File: config.mk
export PLATFORM = sky130hd
export DESIGN_NAME = imem_loader
export DESIGN_NICKNAME = d
export VERILOG_FILES = /design/src/rtl/imem_loader.sv
export SDC_FILE = /design/constraint.sdc
export NUM_CORES = 1
export LEC_CHECK = 0
export ABC_AREA = 1
export CAP_MARGIN = 20
export CORE_MARGIN = 2
export CORE_UTILIZATION = 53
export DETAILED_ROUTE_END_ITERATION = 7
export HOLD_SLACK_MARGIN = 0.1
export PLACE_DENSITY = 0.83
export SLEW_MARGIN = 20
export SYNTH_ARGS = -nofsm -noshare
export SYNTH_HDL_FRONTEND = slang
export SYNTH_SLANG_ARGS = --single-unit
File: constraint.sdc
create_clock -name clk -period 1.9 [get_ports clk]
set_input_delay 0.57 -clock clk [delete_from_list [all_inputs] [get_ports clk]]
set_output_delay 0.57 -clock clk [all_outputs]
set_load 0.005 [all_outputs]
File: src/rtl/imem_loader.sv
// imem_loader: fills instruction memory from a framed byte stream
// (16-bit little-endian word count, then 4 bytes per little-endian word)
// and holds the core while loading.
// Optional trailing XOR checksum byte: define IMEM_LOADER_CHECKSUM_EN.
module imem_loader #(
    parameter logic [31:0] StartAddr = 32'h0000_0000,
    parameter int unsigned SizeBytes = 32'h0000_0100
) (
    input  logic        clk,
    input  logic        reset,
    input  logic        start,
    input  logic [7:0]  in_data,
    input  logic        in_valid,
    output logic        in_ready,
    output logic        we,
    output logic [31:0] waddr,
    output logic [31:0] wdata,
    output logic        busy,
    output logic        cpu_hold,
    output logic        done,
    output logic        error
);

    localparam int unsigned MaxWords = SizeBytes / 4;

    typedef enum logic [2:0] {
        S_IDLE,
        S_LEN_LO,
        S_LEN_HI,
        S_DATA,
`ifdef IMEM_LOADER_CHECKSUM_EN
        S_CHK,
`endif
        S_DONE,
        S_ERR
    } state_t;

    state_t      state;
    state_t      next_state;
    logic        next_active;

    logic [15:0] len;
    logic [15:0] word_idx;
    logic [1:0]  byte_cnt;
    logic [23:0] asm_word;
`ifdef IMEM_LOADER_CHECKSUM_EN
    logic [7:0]  xor_acc;
`endif

    logic        fire;
    logic        start_ok;
    logic        last_byte;
    logic        last_word;
    logic [15:0] len_full;

    assign fire      = in_valid && in_ready;
    assign start_ok  = start && (state == S_IDLE || state == S_DONE || state == S_ERR);
    assign last_byte = fire && (state == S_DATA) && (byte_cnt == 2'd3);
    assign last_word = (word_idx == len - 16'd1);
    assign len_full  = {in_data, len[7:0]};

    // State register
    always_ff @(posedge clk) begin
        if (reset) state <= S_IDLE;
        else       state <= next_state;
    end

    // Next-state logic
    always_comb begin
        next_state  = state;
        next_active = 1'b0;
        case (state)
            S_IDLE, S_DONE, S_ERR: begin
                if (start) next_state = S_LEN_LO;
            end
            S_LEN_LO: begin
                if (fire) next_state = S_LEN_HI;
            end
            S_LEN_HI: begin
                if (fire) begin
                    if (len_full == 16'd0) begin
`ifdef IMEM_LOADER_CHECKSUM_EN
                        next_state = S_CHK;
`else
                        next_state = S_DONE;
`endif
                    end else if (17'(len_full) > 17'(MaxWords)) begin
                        next_state = S_ERR;
                    end else begin
                        next_state = S_DATA;
                    end
                end
            end
            S_DATA: begin
                if (last_byte && last_word) begin
`ifdef IMEM_LOADER_CHECKSUM_EN
                    next_state = S_CHK;
`else
                    next_state = S_DONE;
`endif
                end
            end
`ifdef IMEM_LOADER_CHECKSUM_EN
            S_CHK: begin
                if (fire) next_state = (in_data == xor_acc) ? S_DONE : S_ERR;
            end
`endif
            default: next_state = S_IDLE;
        endcase
        case (next_state)
            S_LEN_LO, S_LEN_HI, S_DATA: next_active = 1'b1;
`ifdef IMEM_LOADER_CHECKSUM_EN
            S_CHK:                      next_active = 1'b1;
`endif
            default:                    next_active = 1'b0;
        endcase
    end

    // Registered status and IMem write port
    always_ff @(posedge clk) begin
        if (reset) begin
            in_ready <= 1'b0;
            busy     <= 1'b0;
            cpu_hold <= 1'b0;
            done     <= 1'b0;
            error    <= 1'b0;
            we       <= 1'b0;
            waddr    <= 32'h0;
            wdata    <= 32'h0;
        end else begin
            in_ready <= next_active;
            busy     <= next_active;
            cpu_hold <= next_active;
            done     <= (next_state == S_DONE);
            error    <= (next_state == S_ERR);
            we       <= last_byte;
            if (last_byte) begin
                wdata <= {in_data, asm_word};
                waddr <= StartAddr + 32'({word_idx, 2'b00});
            end
        end
    end

    // Header capture, word assembly and counters
    always_ff @(posedge clk) begin
        if (reset || start_ok) begin
            len      <= 16'h0;
            word_idx <= 16'h0;
            byte_cnt <= 2'd0;
            asm_word <= 24'h0;
`ifdef IMEM_LOADER_CHECKSUM_EN
            xor_acc  <= 8'h0;
`endif
        end else if (fire) begin
            case (state)
                S_LEN_LO: len[7:0]  <= in_data;
                S_LEN_HI: len[15:8] <= in_data;
                S_DATA: begin
                    case (byte_cnt)
                        2'd0:    asm_word[7:0]   <= in_data;
                        2'd1:    asm_word[15:8]  <= in_data;
                        2'd2:    asm_word[23:16] <= in_data;
                        default: asm_word        <= asm_word;
                    endcase
                    byte_cnt <= byte_cnt + 2'd1;
                    if (byte_cnt == 2'd3) word_idx <= word_idx + 16'd1;
`ifdef IMEM_LOADER_CHECKSUM_EN
                    xor_acc <= xor_acc ^ in_data;
`endif
                end
                default: ;
            endcase
        end
    end

endmodule

==> impl_metrics.csv <==
group,metric,value,unit
status,status,"finished, violations left",
status,violations,"setup timing",
grt,grt_pass1_vias,4989,
synth,yosysMostFrequentCell,"nand2_1",
finish,post-route-util,74.2,%
synth,synth_top_area_share,44.9,%
finish,final_area,6860,sq um
detailed_routing,drtIter0Drc,564,
timing,rsz0062_at_grt,"true",
timing,fin_skew,0.00829,ns
synth,synth_commonest_cells,"nand2_1, dfxtp_1, nor2_1, a21oi_1, o21ai_0",
power_and_ir_drop,pwr-share-comb,9.5,%
die,initial_core_util,54.5,%
clocking,cts_tree,"built",
synth,synth-seq-cells,113,
flow_run,drv_cap,0,
timing,setup_violations,3,
worst_setup_path,critPathCapture,"cpu_hold",
worst_setup_path,crit_start,"in_data[2]",
synth,synth_top_area_cell,"dfxtp_1",
grt,grt_max_degree,37,
synth,synthTopCellsByArea,"dfxtp_1, nand2_1, a21oi_1, nor2_1, o21ai_0",
die,pin_count,82,
worst_setup_path,crit_top_cell,"inv_1",
grt,grt_pass1_wl,23.6,mm
worst_setup_path,cp_max_fo,2,
detailed_routing,vias_per_cell,5.50,
timing,hold_violations,0,
die,core,9240,sq um
die,die_h,101,um
die,rows,35,
worst_setup_path,endpoint_kind,"register",
timing,min_period_over_period,102,%
power_and_ir_drop,power.internal,0.00454,W
finish,diodes,0,
synth,synth-async-reset-ratio,0,%
clocking,cts_hold_buf,0,
worst_setup_path,crit_cells,10,
power_and_ir_drop,power_density,889,nW/um^2
worst_setup_path,ff2ff_setup_slack,0.01,ns
detailed_routing,finalWirelength,15.4,mm
synth,synth_ff_type,"dfxtp_1",
worst_setup_path,critical_path.max_stage_delay,0.45,ns
worst_setup_path,arrival,2.37,ns
clocking,clock_latency,0.53,ns
grt,grt.overflow.total,0,
finish,fin_cells,946,
detailed_routing,drtPass1Iterations,7,
worst_setup_path,path_buf_inv,4,
synth,synthCells,689,
grt,grt_usage,29.5,%
worst_hold_path,worstHoldPathType,"reg -> reg",
grt,antenna_found_initial,0,
worst_setup_path,required,2.32,ns
worst_setup_path,crit_type,"in -> reg",
synth,seq_area_frac_synth,44.9,%
synth,yosys.cell_types.count,36,
place,place_congestion,0.950,
power_and_ir_drop,pwr-share-clk,51.1,%
finish,num-nets-final,822,
finish,syn_to_final_growth,36.1,%
power_and_ir_drop,vdd_drop_max,0.000613,V
timing,max_freq,514,MHz
power_and_ir_drop,totalPowerFinal,0.00610,W
clocking,clk_pin_slew,0.06,ns
die,die-area,10300,sq um
place,numPlacedInstances,906,
worst_setup_path,cp-start-kind,"input pin",
worst_setup_path,path_delay_family,"buffers and inverters",
detailed_routing,route.detailed.drc,0,
place,portBuffers,65,
timing,whs,0.462,ns
place,dp_hpwl,9.96,mm
power_and_ir_drop,switching_share,25.6,%
finish,drive_above_1_share,19.6,%
power_and_ir_drop,p_leak,3.28,nW
power_and_ir_drop,p_seq_share,39.5,%
detailed_routing,wl_per_cell,16.3,um
detailed_routing,vias,5205,
clocking,numClockSinks,113,
worst_setup_path,cp_cell_sequence,"clkdlybuf4s50_1, inv_1, nand4_1, nor4_1, buf_4, nand3_1, a21oi_1, nand3_2, nand2_1, inv_1",
detailed_routing,ant_nets,0,
worst_setup_path,rr_worst_depth,15,
timing,slew_viol_final,0,
place,place_area,6120,sq um
timing,fin_crit,1.95,ns
clocking,clockBufferDepth,2,
synth,netlist_area,5040,sq um
clocking,cts-root-buf,"clkbuf_8",
synth,synth_edf_count,0,
power_and_ir_drop,p_switching,0.00156,W
clocking,cts_htree_levels,4,
clocking,cts_buffers,17,
synth,syn_avg_cell_area,7.31,sq um
die,die_w,101,um
synth,ys_warn_count,0,
worst_setup_path,r2r-start,"len[1]",
worst_setup_path,r2r_end,"error",
worst_setup_path,cp_slowest_cell,"clkdlybuf4s50_1",
timing,fin_ws,-0.0469,ns
-- cell families (layout without fill, tap and decap cells) --
family          count (synthesis)  in the layout  synth area share (%)
xor+xnor                       13             13                  2.26
compound gates                144            144                  14.4
simple gates                  305            305                  27.4
fa+ha+maj                       6              6                  1.49
flops                         113            113                  44.9
other cells                     1             16                0.0744
buf+inv                       107            220                  9.46
-- registers in the layout, summed over array words and instances (netlist names), 2 cells and up --
name,cells
wdata,32
asm_word,24
len,16
waddr,16
word_idx,16
state,3
byte_cnt,2
-- power groups by stage --
stage | registers, W | clock network (W) | logic [W]
6_report | 0.00241 | 0.00311 | 0.000576
5_1_grt | 0.00241 | 0.00321 | 0.000635
4_1_cts | 0.00241 | 0.00312 | 0.000489
3_5_place_dp | 0.00246 | 0 | 0.000481
3_3_place_gp | 0.00246 | 0 | 0.000465
2_1_floorplan | 0.00245 | 0 | 0.000317
-- layout make-up --
type / instances / area (sq um)
Multi-Input combinational cell: 484 / 2480
Fill cell: 646 / 2380
Sequential cell: 113 / 2280
Timing Repair Buffer: 130 / 1130
Clock buffer: 18 / 428
Inverter: 58 / 218
Tap cell: 129 / 161
Clock inverter: 14 / 158
-- worst register-to-register path: cells and delay by family, from the launching register on --
family          cells  cell delay, ns
buf+inv             1            0.13
compound gates      1            0.18
flops               1            0.32
simple gates       13            1.14
-- layer usage --
layer	global-route usage (%)	share of wire, %	up-vias
met4	15.4	4.6	0
li1	-	-	2455
met5	0	0	-
met1	35.0	39	2430
met2	50.5	50	253
met3	5.87	6.6	67
-- how the worst min path moves through the flow --
stage / endpoint / startpoint / cells past startpoint / slack (ns)
floorplan: asm_word[10] / asm_word[10] / 2 / 0.44
global placement: asm_word[15] / asm_word[15] / 2 / 0.45
detailed placement: asm_word[18] / asm_word[18] / 2 / 0.45
CTS: asm_word[14] / asm_word[14] / 2 / 0.47
global route: waddr[4] / waddr[4] / 2 / 0.49
finish: waddr[12] / waddr[12] / 2 / 0.46
-- cell usage in the layout (no fill, tap or decap), types with 3 or more instances in the layout --
| cell type | instances |
|---|---|
| nand2_1 | 106 |
| dfxtp_1 | 102 |
| nor2_1 | 80 |
| a21oi_1 | 75 |
| o21ai_0 | 65 |
| buf_4 | 59 |
| dlygate4sd2_1 | 54 |
| inv_1 | 50 |
| nand3_1 | 45 |
| conb_1 | 16 |
| clkbuf_16 | 16 |
| nand2_2 | 14 |
| nor2_2 | 13 |
| nor3_1 | 12 |
| clkdlybuf4s50_1 | 10 |
| nand4_1 | 9 |
| xnor2_1 | 8 |
| dfxtp_2 | 8 |
| inv_2 | 6 |
| clkinv_4 | 6 |
| nor2_4 | 5 |
| ha_1 | 5 |
| nand2_4 | 4 |
| xor2_1 | 4 |
| nand3b_1 | 4 |
| buf_12 | 4 |
| nor4_1 | 3 |
| dfxtp_4 | 3 |
-- through the flow --
step,setup TNS (ns),worst slack [ns]
detailed placement,-24.24,-0.442
global placement,-20.66,-0.385
global route,-0.611,-0.166
CTS,0,0.00930
floorplan,0,0.139
finish,-0.111,-0.0469
-- timing repair --
item / in CTS / in global routing
pin swaps: 7 / 24
endpoints found under the hold margin: 0 / 0
setup buffers: 2 / 6
resized for setup: 68 / 42
setup endpoints to repair: 60 / 8
No activity file was read; power rests on OpenSTA's default activity.
